<file path="src/rtl/huffman_decoder_pkg.sv">
// huffman_dec_pkg: canonical code tables and symbol ROM shared by the decoder
package huffman_dec_pkg;
  localparam int MAX_LEN_DEF = 16;
  localparam int SYM_W_DEF = 8;
  localparam int NSYM = 4;
  localparam int SYM_AW = $clog2(NSYM);
  typedef logic [15:0] tbl_t [1:16];
  localparam tbl_t COUNT = '{16'd1, 16'd1, 16'd1, 16'd1, 16'd0, 16'd0, 16'd0, 16'd0,
                             16'd0, 16'd0, 16'd0, 16'd0, 16'd0, 16'd0, 16'd0, 16'd0};
  localparam tbl_t FIRST = '{16'd0, 16'd2, 16'd6, 16'd14, 16'd0, 16'd0, 16'd0, 16'd0,
                             16'd0, 16'd0, 16'd0, 16'd0, 16'd0, 16'd0, 16'd0, 16'd0};
  localparam tbl_t BASE  = '{16'd0, 16'd1, 16'd2, 16'd3, 16'd4, 16'd4, 16'd4, 16'd4,
                             16'd4, 16'd4, 16'd4, 16'd4, 16'd4, 16'd4, 16'd4, 16'd4};
  localparam logic [7:0] SYMS [NSYM] = '{8'h00, 8'h01, 8'h02, 8'h03};
endpackage

</file>
<file path="src/rtl/huffman_decoder_if.sv">
// huffman_decoder_if: byte-in / symbol-out handshake bundle
interface huffman_decoder_if #(parameter int SYM_W = 8);
  logic [7:0] in_data;
  logic in_valid;
  logic in_ready;
  logic [SYM_W-1:0] out_sym;
  logic [4:0] out_len;
  logic out_valid;
  logic out_ready;
  logic err;
  modport slave (input in_data, in_valid, out_ready, output in_ready, out_sym, out_len, out_valid, err);
  modport master (output in_data, in_valid, out_ready, input in_ready, out_sym, out_len, out_valid, err);
endinterface

</file>
<file path="src/rtl/huffman_canon_lookup.sv">
// huffman_canon_lookup: combinational canonical match of an l-bit code c
module huffman_canon_lookup
  import huffman_dec_pkg::*;
#(
  parameter int MAX_LEN = MAX_LEN_DEF,
  parameter int SYM_W = SYM_W_DEF
) (
  input  logic [MAX_LEN-1:0] c,
  input  logic [4:0] l,
  output logic hit,
  output logic [SYM_W-1:0] sym
);
  logic [MAX_LEN-1:0] off;
  logic [31:0] idx;
  always_comb begin
    off = c - MAX_LEN'(FIRST[l]);
    hit = 32'(off) < 32'(COUNT[l]);
    idx = 32'(BASE[l]) + 32'(off);
    sym = idx < 32'(NSYM) ? SYM_W'(SYMS[idx[SYM_AW-1:0]]) : '0;
  end
endmodule

</file>
<file path="src/rtl/huffman_decoder.sv">
// huffman_decoder: MSB-first bit-serial canonical Huffman decoder, one bit per clock
module huffman_decoder
  import huffman_dec_pkg::*;
#(
  parameter int MAX_LEN = MAX_LEN_DEF,
  parameter int SYM_W = SYM_W_DEF
) (
  input logic clk,
  input logic rst,
  huffman_decoder_if.slave bus
);
  logic [7:0] sh;
  logic [3:0] bcnt;
  logic [MAX_LEN-1:0] code;
  logic [4:0] len;
  logic [MAX_LEN-1:0] c;
  logic [4:0] l;
  logic step, hit;
  logic [SYM_W-1:0] sym;
  assign bus.in_ready = bcnt == 4'd0 && !bus.err;
  // a pending symbol the sink refuses freezes the bit stream
  assign step = bcnt != 4'd0 && !bus.err && !(bus.out_valid && !bus.out_ready);
  assign c = MAX_LEN'({code, sh[7]});
  assign l = len + 5'd1;
  huffman_canon_lookup #(.MAX_LEN(MAX_LEN), .SYM_W(SYM_W)) lookup (.c, .l, .hit, .sym);
  always_ff @(posedge clk or posedge rst) begin
    if (rst) begin
      sh <= '0;
      bcnt <= '0;
      code <= '0;
      len <= '0;
      bus.out_sym <= '0;
      bus.out_len <= '0;
      bus.out_valid <= 1'b0;
      bus.err <= 1'b0;
    end else begin
      if (bus.in_valid && bus.in_ready) begin
        sh <= bus.in_data;
        bcnt <= 4'd8;
      end else if (step) begin
        sh <= sh << 1;
        bcnt <= bcnt - 4'd1;
      end
      if (bus.out_valid && bus.out_ready) bus.out_valid <= 1'b0;
      if (step) begin
        if (hit) begin
          bus.out_sym <= sym;
          bus.out_len <= l;
          bus.out_valid <= 1'b1;
          code <= '0;
          len <= '0;
        end else if (l < 5'(MAX_LEN)) begin
          code <= c;
          len <= l;
        end else bus.err <= 1'b1;
      end
    end
  end
endmodule

</file>
<file path="src/flat_wrapper.sv">
// flat-port wrapper written by rule: the top's interface ports become plain ports
module huffman_decoder_flat import huffman_dec_pkg::*;
#(
  parameter int MAX_LEN = MAX_LEN_DEF,
  parameter int SYM_W = SYM_W_DEF
)
  (clk, rst, bus_in_data, bus_in_valid, bus_out_ready, bus_in_ready, bus_out_sym, bus_out_len, bus_out_valid, bus_err);
  huffman_decoder_if #(.SYM_W(SYM_W)) bus_i ();
  input logic clk;
  input logic rst;
  input wire logic [$bits(bus_i.in_data)-1:0] bus_in_data;
  input wire logic [$bits(bus_i.in_valid)-1:0] bus_in_valid;
  input wire logic [$bits(bus_i.out_ready)-1:0] bus_out_ready;
  output wire logic [$bits(bus_i.in_ready)-1:0] bus_in_ready;
  output wire logic [$bits(bus_i.out_sym)-1:0] bus_out_sym;
  output wire logic [$bits(bus_i.out_len)-1:0] bus_out_len;
  output wire logic [$bits(bus_i.out_valid)-1:0] bus_out_valid;
  output wire logic [$bits(bus_i.err)-1:0] bus_err;
  assign bus_i.in_data = bus_in_data;
  assign bus_i.in_valid = bus_in_valid;
  assign bus_i.out_ready = bus_out_ready;
  assign bus_in_ready = bus_i.in_ready;
  assign bus_out_sym = bus_i.out_sym;
  assign bus_out_len = bus_i.out_len;
  assign bus_out_valid = bus_i.out_valid;
  assign bus_err = bus_i.err;
  huffman_decoder #(.MAX_LEN(MAX_LEN), .SYM_W(SYM_W)) u_core (.clk(clk), .rst(rst), .bus(bus_i));
endmodule
</file>
<file path="config.mk">
export PLATFORM = sky130hd
export DESIGN_NAME = huffman_decoder_flat
export DESIGN_NICKNAME = d
export VERILOG_FILES = /design/src/rtl/huffman_decoder_pkg.sv /design/src/rtl/huffman_decoder_if.sv /design/src/rtl/huffman_canon_lookup.sv /design/src/rtl/huffman_decoder.sv /design/src/flat_wrapper.sv
export SDC_FILE = /design/constraint.sdc
export NUM_CORES = 1
export LEC_CHECK = 0
export ABC_AREA = 1
export CELL_PAD_IN_SITES_DETAIL_PLACEMENT = 1
export CELL_PAD_IN_SITES_GLOBAL_PLACEMENT = 1
export CORE_MARGIN = 2
export CORE_UTILIZATION = 42
export CTS_CLUSTER_DIAMETER = 100
export CTS_CLUSTER_SIZE = 14
export DETAILED_ROUTE_END_ITERATION = 7
export GPL_TIMING_DRIVEN = 0
export HOLD_SLACK_MARGIN = 0.02
export PLACE_DENSITY = 0.91
export SLEW_MARGIN = 20
export SYNTH_ARGS = -nofsm -noshare
export SYNTH_HDL_FRONTEND = slang
export SYNTH_SLANG_ARGS = --single-unit
</file>
<file path="constraint.sdc">
create_clock -name clk -period 4.8 [get_ports clk]
set_input_delay 0.72 -clock clk [delete_from_list [all_inputs] [get_ports clk]]
set_output_delay 0.72 -clock clk [all_outputs]
set_load 0.01 [all_outputs]
</file>
; ---- Word-level counts from Yosys, hierarchy flattened
; Memory sizes are Yosys's and may differ from the RTL's.
; Index checks and enable logic that the tools add are counted.
[word_totals]
register_bits = 47
mem_bits_ro = 1536
out_inout_bits = 16
n_memories = 3
[classes]
add_sub_neg = 4
n_lt_le_gt_ge = 5
muxes = 21
n_bitwise = 4
n_reduce_logical = 16
[memory_table]
columns = name, words, word_bits, rd, rd_ports_with_merged_regs, write_ports, line
row1 = (name not given), 32, 16, 1, 0, 0, huffman_canon_lookup.sv:18  ; idx = 32'(BASE[l]) + 32'(off);
row2 = (name not given), 32, 16, 1, 0, 0, huffman_canon_lookup.sv:17  ; hit = 32'(off) < 32'(COUNT[l]);
row3 = (name not given), 32, 16, 1, 0, 0, huffman_canon_lookup.sv:16  ; off = c - MAX_LEN'(FIRST[l]);
[op_table]
columns = cell, count
row1 = two-way mux 16 bit, 6
row2 = two-way mux 8 bit, 5
row3 = two-way mux 15 bit, 2
row4 = adder 16 x 16 -> 17 bit, 1
row5 = less-than comparator 17 x 3 -> 1 bit (second input constant), 1
row6 = binary-select mux 8 bit (select 2 bit), 1
row7 = less-than comparator 16 bit, 1
row8 = subtractor 16 bit, 1
row9 = two-way mux 5 bit, 2
row10 = two-way mux 4 bit, 2
row11 = >= comparator 6 bit (second input constant), 1
row12 = logical AND 1 bit, 6
row13 = inverter 5 -> 6 bit, 1
row14 = adder 5 x 1 -> 5 bit (second input constant), 1
row15 = less-than comparator 5 bit (second input constant), 1
row16 = logical NOT 4 bit, 1
row17 = AND reduction 2 bit, 2
row18 = nonzero test 2 bit, 2
row19 = nonzero test 4 bit, 1
row20 = subtractor 4 x 1 -> 4 bit (second input constant), 1
row21 = >= comparator 3 bit (second input constant), 1
row22 = logical NOT 1 bit, 3
row23 = two-way mux 1 bit, 3
row24 = inverter 2 -> 3 bit, 1
row25 = other kinds (2), 3

; ---- Depth between registers and ports, before layout
; Gate-level depths: netlist (run 1).
[depth]
ltp_word = 12
depth_mapped = 25
mapped_depth_nobuf = 25

; ---- Cells and area by module
; Synthesis (run 1) repeated with hierarchy kept, for this count alone.
[hier_totals]
hier_cells = 490
area_unflattened_um2 = 3348.2
[by_module_without_submodules]
columns = mod, n_inst, cells_each, area_each_um2, seq_area_each_um2
row1 = huffman_decoder, 1, 268, 2214.6, 1176.1
row2 = huffman_canon_lookup, 1, 222, 1133.6, 0.0

; ---- Least setup slack after synthesis (run 1)
; Ideal clock, no wire load.
[synth_timing]
path_kind = register -> register
start = reg u_core.len[0]
end = reg u_core.bus.out_sym[0]
setup_ps = 65
t_arrival_ps = 3375
required_time_ps = 4735
setup_slack_ps = 1360
path_stages_with_launch = 23
path_buffers = 0
period_less_slack_ps = 3440
cell_sequence = dfrtp_1 ha_1 nand3_1 xor2_1 nand2_1 nor2_1 o21ai_0 fa_1 ha_1 nand2_1 inv_1 a21oi_1 nor2_2 nand3_2 nor2_4 nand2_1 nand2_1 nand2_1 inv_1 nand2_1 nor2_2 nand3_1 nand2_1
[synth_via]
elab_chain_cells = 12
elab_cells_between_ends = 21
classes_between = 3 x add/sub / 2 x order compare / 10 x mux / 2 x bitwise / 1 x reduce/logical / 3 x memory
[synth_lines]
columns = item, line
row1 = "start, declared", huffman_decoder.sv:15  ; logic [4:0] len;
row2 = "start signal, assigned", huffman_decoder.sv:54  ; len <= l;
row3 = adder 5 x 1 -> 5 bit *, huffman_decoder.sv:24  ; assign l = len + 5'd1;
row4 = inverter 5 -> 6 bit (implied by the code) *, "huffman_canon_lookup.sv:16, huffman_canon_lookup.sv:17, huffman_canon_lookup.sv:18"
row5 = "parallel branches: the longest is 10 deep, another holds adder 16 x 16 -> 17 bit", n/a
row6 = "end signal, assigned", huffman_decoder.sv:47  ; bus.out_sym <= sym;
row7 = "end, declared", huffman_decoder_if.sv:11  ; modport slave (input in_data, in_valid, out_ready, output in_ready, out_sym, out_len, out_valid, err);
; Every way passes the cells marked *. The select of a mux whose other input is x is not followed.
; A chain may end at the register's enable or synchronous reset.

; ---- Worst setup path in the final report (run 1)
; Ends and elaborated chain as after synthesis.

==> results of run 1 <==
## per-stage QoR
step                hold WS, ps  instance area, µm²  cells
floorplan                   453                3050    447
global placement            469                3380    564
detailed placement          482                3400    565
CTS                         504                3490    573
global route                543                3490    573
finish                      499                3490    573
## synth_stat cells (all sizes together)
| library cell | number |
|---|---|
| nand3b | 1 |
| nor4 | 3 |
| buf | 6 |
| nand3 | 56 |
| o21bai | 1 |
| nand4 | 12 |
| clkbuf | 4 |
| inv | 60 |
| nor2 | 50 |
| o22ai | 3 |
| or2 | 2 |
| o221ai | 1 |
| ha | 11 |
| a31oi | 1 |
| xnor2 | 1 |
| o211ai | 1 |
| conb | 1 |
| a21oi | 3 |
| dfrtp | 41 |
| xor2 | 3 |
| o21ai | 38 |
| nor3 | 9 |
| fa | 2 |
| nand2 | 130 |
| and2 | 1 |
| a211oi | 1 |
## cell usage in the layout, fill, tap and decap left out, drive strengths merged
| cell | instances |
|---|---|
| nor4 | 3 |
| xor2 | 3 |
| or2 | 2 |
| a31oi | 1 |
| xnor2 | 1 |
| nor2 | 50 |
| a21oi | 3 |
| o211ai | 1 |
| clkdlybuf4s50 | 21 |
| clkinv | 1 |
| o21bai | 1 |
| conb | 6 |
| nand4 | 12 |
| inv | 61 |
| ha | 11 |
| and2 | 1 |
| o221ai | 1 |
| clkbuf | 9 |
| dfrtp | 41 |
| a211oi | 1 |
| o22ai | 3 |
| nand3 | 56 |
| nand2 | 130 |
| nor3 | 9 |
| fa | 2 |
| clkinvlp | 1 |
| nand3b | 1 |
| o21ai | 38 |
| buf | 7 |
## critical path, stage by stage (launching register included)
cell                      delay, ps
sky130_fd_sc_hd__dfrtp_1        470
sky130_fd_sc_hd__ha_1           250
sky130_fd_sc_hd__nand3_1        110
sky130_fd_sc_hd__xor2_1         320
sky130_fd_sc_hd__nand2_1        180
sky130_fd_sc_hd__nor2_1         330
sky130_fd_sc_hd__o21ai_0        370
sky130_fd_sc_hd__fa_1           570
sky130_fd_sc_hd__ha_1           370
sky130_fd_sc_hd__nand2_1        100
sky130_fd_sc_hd__inv_1           60
sky130_fd_sc_hd__a21oi_1        100
sky130_fd_sc_hd__nor2_2         230
sky130_fd_sc_hd__nand3_2        150
sky130_fd_sc_hd__nand2_1         90
sky130_fd_sc_hd__nand3_1         60
sky130_fd_sc_hd__nor2_1         160
sky130_fd_sc_hd__nand3_1        110
sky130_fd_sc_hd__nor2_1         140
sky130_fd_sc_hd__nand3_1        100
sky130_fd_sc_hd__nand2_1         70
## where the power goes
group | leakage, nW | internal, mW | switching, mW
Combinational | 1.09 | 0.0554 | 0.0816
Clock | 0.0445 | 0.104 | 0.142
Sequential | 0.518 | 0.392 | 0.0291
Total | 1.65 | 0.551 | 0.253
## cells by family (layout without fill, tap and decap cells)
group / Yosys count / after routing / synth area share (%)
buffers and inverters: 70 / 100 / 9.41
AND/OR/NAND/NOR: 264 / 264 / 41.0
other: 1 / 6 / 0.124
adder cells (fa/ha/maj): 13 / 13 / 5.86
flip-flops: 41 / 41 / 33.8
AO/OA/AOI/OAI: 49 / 49 / 8.62
XOR/XNOR: 4 / 4 / 1.16
## how the worst min path moves through the flow
stage | from | to | slack (ps) | cells after the start
floorplan | u_core.code[0] | u_core.code[0] | 450 | 2
global placement | u_core.bus.out_sym[1] | u_core.bus.out_sym[1] | 470 | 2
detailed placement | u_core.code[0] | u_core.code[0] | 480 | 2
CTS | u_core.code[0] | u_core.code[0] | 500 | 2
global route | u_core.bus.out_sym[1] | u_core.bus.out_sym[1] | 540 | 2
finish | u_core.code[0] | u_core.code[0] | 500 | 2
## layer usage
metal / vias to the layer above / wire length, µm / global-route usage (%)
met5: - / 0 / 0
li1: 1488 / - / -
met2: 50 / 4580 / 44.3
met4: 0 / 95 / 5.56
met1: 1499 / 4060 / 30.6
met3: 8 / 254 / 3.69
## area by class of cell
cell class                 instances  area, µm²  area share [%]
tap                               96        120            3.44
multi-input combinational        336       1740            49.8
timing repair buffer              22        230            6.59
clock buffer                       5       68.8            1.97
sequential                        41       1030            29.4
clock inverter                     3       21.3           0.609
buffer                            10       60.1            1.72
inverter                          60        225            6.45
## registers in the layout, indices dropped and copies added (netlist names)
register / flops
u_core.code: 15
u_core.bus.err: 1
u_core.bus.out_len: 5
u_core.len: 5
u_core.bcnt: 4
u_core.bus.out_valid: 1
u_core.bus.out_sym: 2
u_core.sh: 8
==> run summary, run 1 <==
For this run the aggregate overflow at the end of global routing stands at 0. Across all register-to-register paths, the minimum setup slack is about 400 ps. The smallest clock period supported by the final layout is computed as ~4400 ps. The remaining number of nets flagged by the antenna check after routing came out at 0. The total of hold buffers inserted after clock tree synthesis is 0.

The number of clock buffers inserted by TritonCTS came out at 5. The power density over the cells came out at roughly 230 nW/µm². TritonCTS built the clock tree. Entering global routing, the biggest net connects 25 pins. Dividing the detail-routed via count by the number of cells gives roughly 5.3. The final core utilization is ~50%.

The remaining routing DRC violations came out at 0. The number of cells on the worst reg-to-reg path is 20. The transition time of the tightest slew-check pin is 707 ps. For this run, the post-layout net count is around 500. The capturing point of the worst reg2reg path is u_core.bus.out_sym[0]. The run finished with clean final reports. The insertion delay to the later sink of the worst-skew pair is 300 ps. The initial detailed-routing violation count came out at 140. Setup repair after global routing left no endpoint under its margin. Detailed placement ended at an HPWL of a little over 7000 µm.

The number of failing hold endpoints at the final stage is 0. In this run the worst setup path begins at u_core.len[0]. The launch point of the worst reg-to-reg path is u_core.len[0].

The global placement routability congestion is roughly 0.9. The area of the mapped netlist is slightly above 3000 µm². The yosys synthesis warning count came out at 0. Setup slack closes at 402 ps. The top-level I/O count came out at 28. The cell row count came out at 30. The area growth from synthesis to layout came out at 15.1%. In this run the horizontal extent of the chip is 89.0 µm.

Summed over all cells, the static leakage comes to ~1.6 nW. The critical path is of the flop to flop type. The count of instances resized after the clock tree is built is 0. The final wirelength is approximately 9000 µm. The number of global-route vias before repair came out at ~3,200. Sorting the synthesized cells by area gives the leading types as sky130_fd_sc_hd__dfrtp_1 (34%), sky130_fd_sc_hd__nand2_1 (15%), sky130_fd_sc_hd__nand3_1 (8.9%), sky130_fd_sc_hd__inv_1 (6.9%), sky130_fd_sc_hd__o21ai_0 (5.8%). The synthesized flop and latch total is between 40 and 50.

The synthesized design devotes to its leading area cell type between 30% and 40% of total area. The die covers roughly 8000 µm². 0 antenna diodes ended up in the layout. The number of buffers between clock root and the deepest sink came out at 2. The worst slew margin relative to its limit came out at 52.4%. In this run the mean area of a mapped cell was between 6 and 7 µm². The number of pins with negative max-slew slack in the final report came out at 0. The largest fanout on the critical path came out at 7. After filler insertion, the fill cell instance count of the layout stands at around 1,000. Global routing consumed, over all layers together, roughly a quarter of the routing resources. The pre-antenna-repair detailed-routing pass consisted of 5 iterations. The number of instances in the synthesized netlist came out at about 440.

Counting distinct cell types in the post-synthesis netlist gives 37. The H-tree generated during clock tree synthesis spans 2 levels. The kind of end point of the critical path is a flop. Summed over all instances, the cell type with the most area after synthesis is sky130_fd_sc_hd__dfrtp_1.

The total power is about 0.8 mW. The starting utilization of the core area came out at between 40 and 50%. The wire length of the first global-routing pass is roughly 15,000 µm. For the worst setup path, the data required time is around 5000 ps. The most critical setup path has its endpoint at u_core.bus.out_sym[0]. The clock tree skew after final layout came out at around 13 ps.

The die boundary height came out at 89.0 µm. The number of buffers inserted to repair setup after CTS came out at 0. After detailed routing, the average wire length per cell comes to between 15 and 20 µm.

The post-route clock period utilization is between 90% and 100%. The max-capacitance violation count is 0. The quantity of I/O buffers inserted on ports came out at 21. The total clock sinks came out at 41. The total negative slack for setup checks came out at 0 ps.

The clock input transition at the sequential cells of the worst setup and hold paths came out at roughly 100 ps. The proportion of layout cells with a drive suffix above 1 is around a tenth. The number of antenna violations at the first check in global routing came out at 0. Timing would allow up to 0.227 GHz.

Summing the sequential cell areas from Yosys gives 33.8% of the chip area. The min-delay analysis places its worst path in the category flop to flop. After floorplanning, the core was sized to cover about 7000 µm². The setup slack after placement is 515 ps. The critical path launch point type is a flop. The endpoint arrival time on the critical path is between 4000 and 5000 ps. Setup violations remaining at the end of the flow were counted as 0. The total vias in the final route is 3,045. The cell sitting at the root of the clock tree is a sky130_fd_sc_hd__clkbuf_8.

The worst vdd rail ir drop is ~0.16 mV.
Power figures use the tool's default switching activity.
==> run 2: changes to the inputs <==
--- a/config.mk
+++ b/config.mk
@@ -9,13 +9,13 @@
 export CELL_PAD_IN_SITES_DETAIL_PLACEMENT = 1
 export CELL_PAD_IN_SITES_GLOBAL_PLACEMENT = 1
 export CORE_MARGIN = 2
-export CORE_UTILIZATION = 42
-export CTS_CLUSTER_DIAMETER = 100
+export CORE_UTILIZATION = 30
+export CTS_CLUSTER_DIAMETER = 60
 export CTS_CLUSTER_SIZE = 14
 export DETAILED_ROUTE_END_ITERATION = 7
 export GPL_TIMING_DRIVEN = 0
 export HOLD_SLACK_MARGIN = 0.02
-export PLACE_DENSITY = 0.91
+export PLACE_DENSITY = 0.71
 export SLEW_MARGIN = 20
 export SYNTH_ARGS = -nofsm -noshare
 export SYNTH_HDL_FRONTEND = slang
==> run 2 against run 1 <==
Net effect:
- global-route usage decreased by 7.9 points
- wire length decreased by 7.5%
- via count decreased by 4.7%
- register-to-register slack improved by 210 ps
- clock power increased by 18%
- flip-flop and latch count unchanged
- final area increased by 2.0%
- worst setup slack improved by 210 ps
- combinational power decreased by 4%
- hold slack got worse by 9.9 ps
- critical path depth unchanged
- critical endpoint is now u_core.bus.out_sym[1]
==> run summary, run 2 (same netlist as run 1, synthesis figures left out) <==
The flow ran to the end, and the final reports show no timing, DRC or antenna violations. Setup repair after global routing left no endpoint under its margin. The number of buffers inserted to repair setup after CTS is 0. Derived from the worst setup path, the maximum achievable clock frequency is 0.239 GHz.

The critical path launch point type is a flop. The area growth from synthesis to layout is 17.5%. The area of combinational cells with multiple inputs came out at around 1700 µm². The register with the most flip-flops in the final layout is u_core.code. The number of clock buffers added by TritonCTS is 5.

The initial detailed-routing violation count came out at 56. The combinational share of power came out at about 16%. The standby leakage power is approximately 1.7 nW. TritonCTS built the clock tree. The total negative slack for setup checks is 0 ps.

The wire length of the first global-routing pass is 14,600 µm. The average wire per cell in the routed design is 13.6 µm. The worst vdd rail ir drop is between 0.1 and 0.15 mV.

The minimum clock period came out at 4190 ps. Global routing used 16.5% of the available tracks. The first TritonRoute pass finished after 4 iterations. The H-tree depth came out at 2. The required time reported for the critical path endpoint came out at 5050 ps.

The core area came out at 9770 µm². The endpoint arrival time on the critical path is 4440 ps. The proportion of power drawn by flip-flops and latches is between 40% and 50%. The share of total power consumed by net switching came out at between 20% and 30%.

The worst setup path is captured at a flop. The total clock sinks is between 40 and 50. The final wirelength is 8320 µm. The category of the critical setup timing path is flop to flop. The number of failing hold endpoints at the final stage is 0.

The critical path buffer and inverter count came out at 1. The clock input transition at the sequential cells of the worst setup and hold paths came out at about 90 ps. Routability-driven placement finished with a final weighted congestion of a little over 0.8. The setup slack after placement is between 500 and 600 ps. Once detailed placement completed, the half-perimeter wirelength came to slightly below 7000 µm. Max-cap violations in this run came to 0. The register with the most flip-flops in the layout has 15 of them. The number of global-route vias before repair is between 3,000 and 4,000. The die boundary height came out at about 100 µm. For this design, the CTS-stage hold fixing added 0 buffers. Along the worst path, the maximum fanout reaches 7. The starting utilization of the core area is between 30% and 40%. The worst slew margin relative to its limit came out at roughly 53%. Leaving out fill and tap cells, the most frequent cell in the layout is sky130_fd_sc_hd__nand2_1. The total power came out at 0.843 mW.

The count of instances resized after the clock tree is built is 0. On the worst path, the slowest cell contributes a delay of about 570 ps. The count of non-filler cells in the finished layout came out at slightly above 600. The library cells used most frequently in the layout, excluding fill and tap cells, are sky130_fd_sc_hd__nand2_1 (120), sky130_fd_sc_hd__inv_1 (55), sky130_fd_sc_hd__nand3_1 (54), sky130_fd_sc_hd__dfrtp_1 (41), sky130_fd_sc_hd__nor2_1 (39). The final net count came out at roughly 500. The cell row count is 36. The antenna diode count is 0. In the final layout, flip-flops and latches occupy around 1000 µm². The post-route worst setup slack came out at 610 ps. The internal portion of the total power is ~0.6 mW. The critical path goes through ha_1 -> nand3_1 -> xor2_1 -> nand2_1 -> nor2_1 -> o21ai_0 -> fa_1 -> ha_1 -> nand2_1 -> inv_1 -> a21oi_1 -> nor2_2 -> nand3_2 -> nand2_1 -> nand3_1 -> nor2_1 -> nand3_1 -> nor2_1 -> nand3_1 -> nand2_1. In the final layout, the registers with the most flip-flops are u_core.code (15), u_core.sh (8). The number of antenna violations at the first check in global routing is 0. The die is 105 µm wide.

The remaining global-route overflow is 0. The pin count of the biggest net entering global routing came out at 25. The proportion of power drawn by the clock network came out at between 30 and 40%.

The transition time of the tightest slew-check pin is approximately 700 ps. The remaining routing DRC violations came out at 0. The floorplan die area came out at approximately 11,000 µm². Between clock sinks in the finished design, the worst skew comes to 5.75 ps. In this run, placement finished with an instance count of 602.

The root buffer cell is sky130_fd_sc_hd__clkbuf_8. The top-level I/O count came out at 28. The min-delay analysis places its worst path in the category flop to flop. The net switching power is between 0.2 and 0.25 mW. The average vias per placed instance came out at around 4.8. The proportion of layout cells with a drive suffix above 1 is just over 10%. The number of pins with negative max-slew slack in the final report came out at 0. The count of final setup violators came out at 0.

The insertion delay to the later sink of the worst-skew pair is roughly 300 ps. The power density over the cells is 236 nW/µm². The number of buffers between clock root and the deepest sink is 2. The post-route clock period utilization is between 80% and 90%. Fill cells in the final layout number ~1,300. For this design, the slowest cell found on the critical path is sky130_fd_sc_hd__fa_1. Broken down by cell family, the worst path's largest delay share belongs to simple AND/OR/NAND/NOR gates. Once detail routing completed, the nets flagged for antenna violations numbered 0.

The quantity of I/O buffers inserted on ports came out at 21. The total vias in the final route is 2,903.
==> run 2: final cells by class <==
cell class | instances | area share [%]
repair buffers | 22 | 6.46
plain buffers | 10 | 1.69
flip-flops and latches | 41 | 28.8
clock inverters | 3 | 1.30
inverters | 60 | 6.32
clock buffers | 5 | 1.93
multi-input cells | 336 | 48.8
well taps | 133 | 4.67
==> run 2: metrics by stage <==
step / cell area (µm²) / util [%] / hold WS [ps]
finish: 3560 / 36.5 / 489
global placement: 3430 / 35.1 / 470
global route: 3560 / 36.5 / 525
detailed placement: 3450 / 35.3 / 477
CTS: 3560 / 36.5 / 500
floorplan: 3050 / - / 453
==> run 2: path summary, 6_finish.rpt <==
kind                                        from                     to  slack (ps)  cells after the start
setup / recovery                   u_core.len[0]  u_core.bus.out_sym[1]         610                     20
hold / removal             u_core.bus.out_sym[0]  u_core.bus.out_sym[0]         490                      2
setup reg to reg                   u_core.len[0]  u_core.bus.out_sym[1]         610                     20
hold reg to reg            u_core.bus.out_sym[0]  u_core.bus.out_sym[0]         490                      2
max in group asynchronous                    rst        u_core.code[12]        3610                      3
min in group asynchronous                    rst           u_core.sh[1]         720                      2
==> run 2: per-layer routing <==
metal / vias up / routed length (µm) / track usage, %
met3: 6 / 178 / 3.06
li1: 1491 / - / -
met2: 26 / 3940 / 27.7
met5: - / 0 / 0
met4: 0 / 82 / 3.86
met1: 1380 / 4110 / 21.9
==> run 2: power groups by stage <==
stage                     Sequential (mW)  Combinational, mW  Clock (mW)
final                               0.419              0.132       0.291
after global routing                0.424              0.152       0.317
after CTS                           0.419              0.135       0.304
after detailed placement            0.426              0.134           0
after global placement              0.422              0.125           0
after floorplan                     0.419             0.0929           0
==> run 2: worst register-to-register path, delay by kind of cell, from the launching register on <==
kind | cells | cell delay [ps]
fa+ha+maj | 3 | 1180
flops | 1 | 480
buf+inv | 1 | 60
compound gates | 2 | 440
xor+xnor | 1 | 290
simple gates | 13 | 1670
==> run 3: changes to the inputs <==
--- a/config.mk
+++ b/config.mk
@@ -6,16 +6,14 @@
 export NUM_CORES = 1
 export LEC_CHECK = 0
 export ABC_AREA = 1
-export CELL_PAD_IN_SITES_DETAIL_PLACEMENT = 1
-export CELL_PAD_IN_SITES_GLOBAL_PLACEMENT = 1
 export CORE_MARGIN = 2
-export CORE_UTILIZATION = 30
+export CORE_UTILIZATION = 57
 export CTS_CLUSTER_DIAMETER = 60
 export CTS_CLUSTER_SIZE = 14
 export DETAILED_ROUTE_END_ITERATION = 7
 export GPL_TIMING_DRIVEN = 0
 export HOLD_SLACK_MARGIN = 0.02
-export PLACE_DENSITY = 0.71
+export PLACE_DENSITY = 0.89
 export SLEW_MARGIN = 20
 export SYNTH_ARGS = -nofsm -noshare
 export SYNTH_HDL_FRONTEND = slang
==> run 3 against run 2 <==
Net effect:
- via count rose by 3.2%
- fmax rose by 2.9%
- final area fell by 2.3%
- power fell by 2.8%
- sequential power barely moved
- sequential share of layout area rose by 0.68 points
- register-to-register slack improved by 120 ps
- worst setup slack improved by 120 ps
- critical path depth rose by 2
- non-clock buffer count did not move
- cell count fell by 10%
- first-iteration DRC count rose to 3.7 times the previous value
- critical endpoint is now u_core.bus.out_sym[0]
- largest power group unchanged
==> run summary, run 3 (same netlist as run 1, synthesis figures left out) <==
The required time reported for the critical path endpoint came out at between 5000 and 6000 ps. The standby leakage power is between 1.5 and 2 nW. The number of pins with negative max-slew slack in the final report is 0. The number of global-route vias before repair is between 2,000 and 3,000. In the final layout, the registers with the most flip-flops are u_core.code (15), u_core.sh (8).

The worst pin sits at a relative slew slack of between 50% and 60%. At the placement stage, the worst setup path has a slack of between 700 and 800 ps. The average vias per placed instance came out at roughly 5.5. The die boundary height is roughly 77 µm. The flip-flop count of the largest register, all copies and words added came out at 15.

For this design the ratio of total power to cell area is between 200 and 250 nW/µm². In this run the standard cell core region covers ~5100 µm². The endpoint identified for the worst register-to-register timing path is u_core.bus.out_sym[0]. The horizontal die dimension is 76.9 µm.

The remaining routing DRC violations is 0. The count of final setup violators came out at 0. The HPWL after detailed placement is around 5500 µm. Across the routed clock network, the largest skew measured is around 7.3 ps. Data arrives at the worst endpoint at between 4000 and 5000 ps. The count of instances resized after the clock tree is built came out at 0. The count of buffers added on input and output ports is 21. The worst vdd rail ir drop came out at roughly 0.21 mV.

The category of the critical setup timing path is flop to flop. The launch point of the worst reg-to-reg path is u_core.len[0]. The transition time of the tightest slew-check pin came out at 676 ps.

In the layout the commonest cells are sky130_fd_sc_hd__nand2_1 (120), sky130_fd_sc_hd__inv_1 (55), sky130_fd_sc_hd__nand3_1 (54), sky130_fd_sc_hd__dfrtp_1 (41), sky130_fd_sc_hd__nor2_1 (39). The top register by number of flip-flops is u_core.code. Cells fill around two thirds of the core in the end. The total track usage came out at between 20% and 30%. Buffers inserted during clock tree synthesis total 5. The insertion delay to the later sink of the worst-skew pair is between 200 and 300 ps.

The library cell used most frequently in the layout, excluding fill and tap cells, is sky130_fd_sc_hd__nand2_1. The max-capacitance violation count came out at 0. The number of buffers between clock root and the deepest sink is 2. The total power came out at 0.819 mW.

Hold repair after CTS inserted 0 buffers. Of the cells placed in the final design, the portion with a size suffix greater than 1 is about a tenth. The sequential standard cell area came out at between 1000 and 1500 µm². The area growth from synthesis to layout is 14.8%. For this block, the via count after detailed routing is between 2,000 and 3,000.

The minimum clock period came out at between 4000 and 5000 ps. TritonCTS built the clock tree. The number of antenna violations at the first check in global routing is 0.

For hold timing, the worst endpoint is u_core.bus.out_sym[0]. The startpoint identified for the worst hold timing path is u_core.bus.out_sym[0]. The area of combinational cells with multiple inputs came out at 1740 µm². The H-tree depth came out at 2.

The initial detailed-routing violation count came out at around 210. Entering global routing, the biggest net connects 25 pins. The maximum clock rate came out at between 0.2 and 0.25 GHz.

The global placement routability congestion is around 0.92. In the final routed layout, each cell accounts on average for about 13 µm. After clock tree synthesis, the clock-pin slew on the worst setup and hold paths is approximately 80 ps. The total clock sinks came out at between 40 and 50.

The cell count of the worst hold path is 2. The number of failing hold endpoints at the final stage came out at 0. The die covers around 6000 µm². The worst hold path belongs to the class flop to flop.

The total of fill cells in the finished design came out at between 400 and 500. The final wirelength came out at about 7100 µm. The antenna diode count came out at 0. The number of cells on the worst reg-to-reg path is 22. The remaining global-route overflow came out at 0. The finished cells cover approximately 3500 µm². The floorplan has 26 rows. The critical path launch point type is a flop. The final layout contains ~500 nets. Setup repair after global routing left no endpoint under its margin.

The starting utilization of the core area came out at approximately three fifths. The largest fanout on the critical path came out at 7. The post-placement cell area is ~3400 µm². The first TritonRoute pass finished after 5 iterations. The number of buffers inserted to repair setup after CTS came out at 0.

The worst reg-to-reg setup slack came out at around 730 ps. The wire length of the first global-routing pass is between 10,000 and 15,000 µm. The total negative slack for setup checks came out at 0 ps. The post-route worst setup slack came out at around 730 ps. In this run the clock root is driven by a sky130_fd_sc_hd__clkbuf_8. The worst path uses between 80% and 90% of the clock period.

The count of nets left with antenna violations once routing finished came out at 0. The top-level I/O count came out at 28. The worst setup path is captured at a flop. The flow ran to the end, and the final reports show no timing, DRC or antenna violations.
[run 3: cell count changes in the layout (fill, tap and decap cells not counted)]
cell | before | now
sky130_fd_sc_hd__clkinv_2 | 0 | 1
sky130_fd_sc_hd__clkinv_4 | 1 | 0
sky130_fd_sc_hd__clkinvlp_4 | 1 | 0
sky130_fd_sc_hd__buf_16 | 0 | 1
sky130_fd_sc_hd__buf_12 | 1 | 0
[run 3: stage by stage]
stage	hold slack [ps]	std cells
floorplan	453	447
global placement	469	538
detailed placement	474	539
CTS	494	546
global route	532	546
finish	492	546
[run 3: report_power, final]
| part | switching (mW) | internal, mW |
|---|---|---|
| Sequential | 0.0264 | 0.392 |
| Combinational | 0.0755 | 0.0551 |
| Clock | 0.119 | 0.151 |
| Total | 0.221 | 0.598 |
[run 3: area by class of cell]
| type | instances | share of cell area [%] |
|---|---|---|
| sequential | 41 | 29.5 |
| buffer | 10 | 1.73 |
| clock buffer | 5 | 1.98 |
| multi-input combinational | 336 | 50.0 |
| timing repair buffer | 22 | 6.83 |
| clock inverter | 2 | 1.01 |
| tap | 70 | 2.52 |
| inverter | 60 | 6.47 |
[run 3: layer usage]
layer | share of wire (%) | vias to the layer above | global-route usage, %
li1 | - | 1493 | -
met1 | 43 | 1390 | 33.4
met2 | 50 | 96 | 43.9
met3 | 4.8 | 18 | 3.41
met4 | 1.8 | 0 | 9.45
met5 | 0 | - | 0
[run 3: worst max-delay path: stages (launching register included)]
cell and delay [ps]:
sky130_fd_sc_hd__dfrtp_1 460, sky130_fd_sc_hd__ha_1 250, sky130_fd_sc_hd__nand3_1 110, sky130_fd_sc_hd__xor2_1 250, sky130_fd_sc_hd__nand2_1 150, sky130_fd_sc_hd__nor2_1 280, sky130_fd_sc_hd__o21ai_0 340, sky130_fd_sc_hd__fa_1 560
sky130_fd_sc_hd__ha_1 360, sky130_fd_sc_hd__nand2_1 90, sky130_fd_sc_hd__inv_1 60, sky130_fd_sc_hd__a21oi_1 100, sky130_fd_sc_hd__nor2_2 220, sky130_fd_sc_hd__nand3_2 140, sky130_fd_sc_hd__nor2_4 150, sky130_fd_sc_hd__nand2_1 70
sky130_fd_sc_hd__nand2_1 60, sky130_fd_sc_hd__nand2_1 50, sky130_fd_sc_hd__inv_1 50, sky130_fd_sc_hd__nand2_1 60, sky130_fd_sc_hd__nor2_2 100, sky130_fd_sc_hd__nand3_1 80, sky130_fd_sc_hd__nand2_1 60
[run 3: how the worst max path moves through the flow]
stage | from | endpoint | slack [ps] | cells past startpoint
6_report | u_core.len[0] | u_core.bus.out_sym[0] | 730 | 22
5_1_grt | u_core.len[0] | u_core.bus.out_sym[0] | 300 | 20
4_1_cts | u_core.len[0] | u_core.bus.out_sym[0] | 760 | 22
3_5_place_dp | u_core.len[0] | u_core.bus.out_sym[0] | 790 | 22
3_3_place_gp | u_core.len[0] | u_core.bus.out_sym[0] | 850 | 22
2_1_floorplan | u_core.len[0] | u_core.bus.out_sym[0] | 1360 | 22
